[config.mk]
export PLATFORM = sky130hd
export DESIGN_NAME = vv_add_seq_ctrl
export DESIGN_NICKNAME = d
export VERILOG_FILES = /design/src/rtl/vv_add_ctrl_pkg.sv /design/src/rtl/vv_add_skid_fifo.sv /design/src/rtl/vv_add_seq_ctrl.sv
export SDC_FILE = /design/constraint.sdc
export NUM_CORES = 1
export LEC_CHECK = 0
export BUFFER_PORTS_ARGS = -buffer_cell sky130_fd_sc_hd__buf_2
export CAP_MARGIN = 40
export CORE_UTILIZATION = 61
export DETAILED_ROUTE_END_ITERATION = 10
export HOLD_SLACK_MARGIN = 0.05
export PLACE_DENSITY = 0.92
export SETUP_SLACK_MARGIN = 0.05
export SLEW_MARGIN = 20
export SYNTH_ARGS = -nofsm -noshare
export SYNTH_HDL_FRONTEND = slang
export SYNTH_SLANG_ARGS = --single-unit
[constraint.sdc]
create_clock -name clk -period 7.5 [get_ports clk]
set_input_delay 0.375 -clock clk [delete_from_list [all_inputs] [get_ports clk]]
set_output_delay 0.375 -clock clk [all_outputs]
set_load 0.005 [all_outputs]
[src/rtl/vv_add_ctrl_pkg.sv]
// Shared types and constants for the vv_add sequencer.
// State encoding, result FIFO depth and default widths.
package vv_add_ctrl_pkg;

  typedef enum logic [1:0] {
    IDLE,
    RUN,
    DONE
  } state_t;

  localparam int FIFO_DEPTH  = 2;
  localparam int DATA_W_DFLT = 64;
  localparam int IDX_W_DFLT  = 10;

endpackage

[src/rtl/vv_add_skid_fifo.sv]
// Two-entry result FIFO between the adder and the C write port.
// Supports push and pop in the same cycle at any occupancy.
module vv_add_skid_fifo
  import vv_add_ctrl_pkg::*;
#(
  parameter int W = DATA_W_DFLT
) (
  input  logic         clk,
  input  logic         rst,
  input  logic         i_push,
  input  logic [W-1:0] i_data,
  input  logic         i_pop,
  output logic [W-1:0] o_head,
  output logic [1:0]   o_cnt
);

  logic [W-1:0] r_mem [FIFO_DEPTH];
  logic         r_wp;
  logic         r_rp;
  logic [1:0]   r_cnt;

  assign o_head = r_mem[r_rp];
  assign o_cnt  = r_cnt;

  always_ff @(posedge clk) begin
    if (rst) begin
      for (int i = 0; i < FIFO_DEPTH; i++) begin
        r_mem[i] <= '0;
      end
      r_wp  <= 1'b0;
      r_rp  <= 1'b0;
      r_cnt <= 2'd0;
    end else begin
      if (i_push) begin
        r_mem[r_wp] <= i_data;
        r_wp        <= ~r_wp;
      end
      if (i_pop) begin
        r_rp <= ~r_rp;
      end
      case ({i_push, i_pop})
        2'b10:   r_cnt <= r_cnt + 2'd1;
        2'b01:   r_cnt <= r_cnt - 2'd1;
        default: r_cnt <= r_cnt;
      endcase
    end
  end

endmodule

[src/rtl/vv_add_seq_ctrl.sv]
// Vector-add sequencer: reads A/B, adds, writes C with backpressure.
// Define VV_ADD_SAT_EN for a saturating sum instead of modular wrap.
module vv_add_seq_ctrl
  import vv_add_ctrl_pkg::*;
#(
  parameter int DATA_W = DATA_W_DFLT,
  parameter int IDX_W  = IDX_W_DFLT
) (
  input  logic              clk,
  input  logic              rst,
  input  logic              start,
  input  logic [IDX_W-1:0]  len,
  output logic              busy,
  output logic              done,
  output logic              rd_en,
  output logic [IDX_W-1:0]  rd_addr,
  input  logic [DATA_W-1:0] a_rdata,
  input  logic [DATA_W-1:0] b_rdata,
  output logic              c_we,
  output logic [IDX_W-1:0]  c_addr,
  output logic [DATA_W-1:0] c_wdata,
  input  logic              c_ready
);

  state_t             r_state;
  logic               r_busy;
  logic               r_done;
  logic               r_v;
  logic [IDX_W-1:0]   r_len;
  logic [IDX_W-1:0]   r_rd_idx;
  logic [IDX_W-1:0]   r_wr_cnt;

  logic [1:0]         w_cnt;
  logic [DATA_W-1:0]  w_head;
  logic [DATA_W-1:0]  w_sum;
  logic               w_we;
  logic               w_pop;
  logic               w_rd_en;
  logic [2:0]         w_credit;
  logic [IDX_W-1:0]   w_wr_nxt;

  assign w_we     = (w_cnt != 2'd0);
  assign w_pop    = w_we & c_ready;
  assign w_wr_nxt = r_wr_cnt + IDX_W'(1);

  // Reads in flight plus queued results may never exceed the FIFO.
  assign w_credit = {2'b0, r_v} + {1'b0, w_cnt} - {2'b0, w_pop};
  assign w_rd_en  = (r_state == RUN) && (r_rd_idx < r_len)
                 && (w_credit < 3'd2);

`ifdef VV_ADD_SAT_EN
  logic [DATA_W:0] w_add;
  assign w_add = {1'b0, a_rdata} + {1'b0, b_rdata};
  assign w_sum = w_add[DATA_W] ? {DATA_W{1'b1}} : w_add[DATA_W-1:0];
`else
  assign w_sum = a_rdata + b_rdata;
`endif

  vv_add_skid_fifo #(
    .W (DATA_W)
  ) u_fifo (
    .clk    (clk),
    .rst    (rst),
    .i_push (r_v),
    .i_data (w_sum),
    .i_pop  (w_pop),
    .o_head (w_head),
    .o_cnt  (w_cnt)
  );

  always_ff @(posedge clk) begin
    if (rst) begin
      r_state  <= IDLE;
      r_busy   <= 1'b0;
      r_done   <= 1'b0;
      r_v      <= 1'b0;
      r_len    <= '0;
      r_rd_idx <= '0;
      r_wr_cnt <= '0;
    end else begin
      r_v    <= w_rd_en;
      r_done <= 1'b0;
      if (w_rd_en) begin
        r_rd_idx <= r_rd_idx + IDX_W'(1);
      end
      if (w_pop) begin
        r_wr_cnt <= w_wr_nxt;
      end
      unique case (r_state)
        IDLE: begin
          if (start) begin
            r_len    <= len;
            r_rd_idx <= '0;
            r_wr_cnt <= '0;
            if (len != '0) begin
              r_state <= RUN;
              r_busy  <= 1'b1;
            end else begin
              r_state <= DONE;
              r_done  <= 1'b1;
            end
          end
        end
        RUN: begin
          // Finish on the edge that accepts the final write.
          if (w_pop && (w_wr_nxt == r_len)) begin
            r_state <= DONE;
            r_busy  <= 1'b0;
            r_done  <= 1'b1;
          end
        end
        DONE: begin
          r_state <= IDLE;
        end
        default: begin
          r_state <= IDLE;
        end
      endcase
    end
  end

  assign busy    = r_busy;
  assign done    = r_done;
  assign rd_en   = w_rd_en;
  assign rd_addr = r_rd_idx;
  assign c_we    = w_we;
  assign c_addr  = r_wr_cnt;
  assign c_wdata = w_head;

endmodule

==> metrics.md <==
| Metric | Value |
|---|---|
| Outcome | finished clean |
| HPWL after DPL | 20.88 mm |
| GRT Overall Usage | 31.16% |
| Synth top area share | 34.29% |
| Largest net degree at the start of global routing | 63 |
| Clk slew on worst S/H paths | 0.07 ns |
| Asr flop ratio synth | 0% |
| Cell variety after synth | 71 |
| Max-cap violations | 0 |
| Reg2reg path depth | 13 |
| Cell Area, Synth | 11,210 sq um |
| DRC | 0 |
| First-pass GRT wire length | 44.88 mm |
| Crit start category | register |
| Total global routing overflow | 0 |
| Port bufs | 229 |
| Reg2Reg Setup Slack | 3.76 ns |
| DIE HEIGHT | 137.6 microns |
| Yosys top cell by area | edfxtp_1 |
| Synth-to-Final Area Change | 15.64% |
| Pre-Repair DR Iteration Count | 6 |
| Antenna violations before repair | 0 |
| Count leader, synth | nor2_1 |
| Initial core utilization | 62.39% |
| Iter 0 DRT Violations | 742 |
| Worst Tran Pin Value | 0.8426 ns |
| Unrepaired setup endpoints after global routing | false |
| Top cells by area, synth | edfxtp_1 (34%), ha_1 (8.5%), dfxtp_1 (7.1%) |
| Post-Route WL | 28.92 mm |
| Main synth FF type | edfxtp_1 |
| Critical Path RT | 7.12 ns |
| Final setup viols | 0 |
| Mean Syn Cell Area | 9.621 sq um |
| Post-Place Worst Slack | 3.486 ns |
| # rows | 49 |
| Worst-path maximum fanout | 13 |
| Setup CP Type | reg2out |
| Synthesis Warnings | 0 |
| Post-CTS Repair Setup Buffers | 0 |
| Worst endpoint data arrival time | 3.73 ns |
| Hold Vio Cnt, Final | 0 |
| Final WS setup | 3.393 ns |
| Syn Inst Count | 1,165 |
| Share of post-route cells with drive strength above 1 | 26.20% |
| RR Startpoint | u_fifo.o_cnt[0] |
| Hold endpoint | r_len[2] |
| Die W | 137.6 microns |
| Core area | 17,960 sq um |
| Peak supply drop | 0.1928 mV |
| Antenna Cells | 0 |
| Hold_buf cts | 0 |
| Root buf cell | clkbuf_16 |
| Hold path start | len[2] |
| Placed Area | 12,380 sq um |
| Via count | 9,865 |
| Total negative slack | 0 ns |
| Fin nets | 1,581 |
| Skew final | 0.01456 ns |
| Hold path depth | 3 |
| Commonest cells post-synth | nor2_1 (172), edfxtp_1 (128), a21oi_1 (96) |
| CTS sink cnt | 168 |
| Rel. slew slack | 43.49% |
| Hold Crit Class | in2reg |
| GP Congestion | 0.9136 |
| Seq/Total Area, Yosys | 41.44% |
| Final Core Density | 72.15% |
| Number of vias per cell | 6.154 |
| H-tree depth | 4 |
| Maximum buffer depth of the clock tree | 2 |
| Total CTS buffers | 17 |
| Resize count post-CTS | 0 |
| Slew Viols, Final | 0 |
| Clock latency on the worst-skew pair | 0.44 ns |
| Pwr dens | 224.7 nW/um^2 |
| Leakage | 0.005434 uW |
| Die area | 18,920 sq um |
| TritonCTS clock tree | built |
| R2r endpoint | rd_addr[9] |
| Syn nets | 1,385 |
| Tmin final | 4.107 ns |
| EDFF count, synth | 128 |
| Vias in the first global route | 9,584 |
| CP Capture Type | primary output |
| Total power | 2912 uW |
| FF+latch count, synth | 168 |
| Final ANT Viol Nets | 0 |
| Final Cycle Share | 54.76% |
| WL/cell | 18.04 microns |
| Post-route cell area | 12,960 sq um |
| # IOs | 230 |
| Fmax | 243.5 MHz |
## cells in the final DEF, fill, tap and decap left out, drive strengths merged, types with 9 or more instances in the layout
master	instances
inv	36
ha	76
o21ai	54
nor2	172
or3	13
buf	236
xnor2	51
o21bai	17
nand2	82
o21a	11
clkbuf	19
dfxtp	40
and3	9
nand4	33
a21o	34
edfxtp	128
nor3b	11
mux2	65
nor3	20
a31oi	11
a21oi	97
nand3	17
and2	12
xor2	35
## state kept, by name, summed over array words and instances, names as in the netlist, 2 cells and up, named ones only
name and cells:
rd_addr 10, r_len 10, u_fifo.o_cnt 2, r_state 2, c_addr 10, u_fifo.r_mem 128
## power breakdown
group          leakage, uW  internal, uW  switching [uW]  total (uW)
sequential         0.00165          1090            36.2        1130
clock             0.000275           494             382         876
combinational      0.00350           398             513         911
total              0.00543          1980             931        2910
## final cells by class
type                            instances  area (sq um)
Clock buffer                           19         432.9
Fill cell                            1296          5002
Inverter                               32         120.1
Timing Repair Buffer                  236          1231
Multi-Input combinational cell        906          6100
Clock inverter                         13         145.1
Tap cell                              229         286.5
Sequential cell                       168          4646
## cell families after synthesis
logic type,share of synthesized area (%)
compound gates,14.95
xor+xnor,6.720
fa+ha+maj,8.841
buf+inv,4.276
flops,41.44
mux,6.798
simple gates,16.98
## layer usage
layer / up-vias / global-route usage [%] / wire, microns
met4: 0 / 19.72 / 1491
met3: 121 / 7.138 / 2048
met1: 4630 / 36.33 / 11270
met2: 493 / 51.73 / 14120
met5: - / 0 / 0
li1: 4621 / - / -
## worst max path at each step
stage,startpoint,end,slack (ns),cells past startpoint
finish,u_fifo.o_cnt[0],rd_en,3.39,11
global route,u_fifo.o_cnt[1],rd_en,3.19,11
CTS,u_fifo.o_cnt[0],rd_en,3.39,11
detailed placement,a_rdata[0],u_fifo.r_mem[0][50],3.49,13
global placement,a_rdata[0],u_fifo.r_mem[0][50],3.62,13
floorplan,r_v,u_fifo.r_mem[0][0],3.54,2
## metrics by stage
stage | hold WS [ns] | cells
after CTS | 0.1730 | 1603
final | 0.1807 | 1603
after global placement | 0.4601 | 1569
after floorplan | 0.4494 | 1165
after detailed placement | 0.4682 | 1571
after global routing | 0.1846 | 1603
## critical path: stages, from the launching register on
cell and delay (ns):
dfxtp_1 0.36, or2_2 0.34, nand2_1 0.35, inv_1 0.27
ha_1 0.33, nand2b_1 0.15, fa_1 0.48, nor2b_1 0.13
nand4_1 0.10, a21oi_1 0.14, o21a_1 0.44, buf_2 0.20
(Power assumes the default switching activity.)
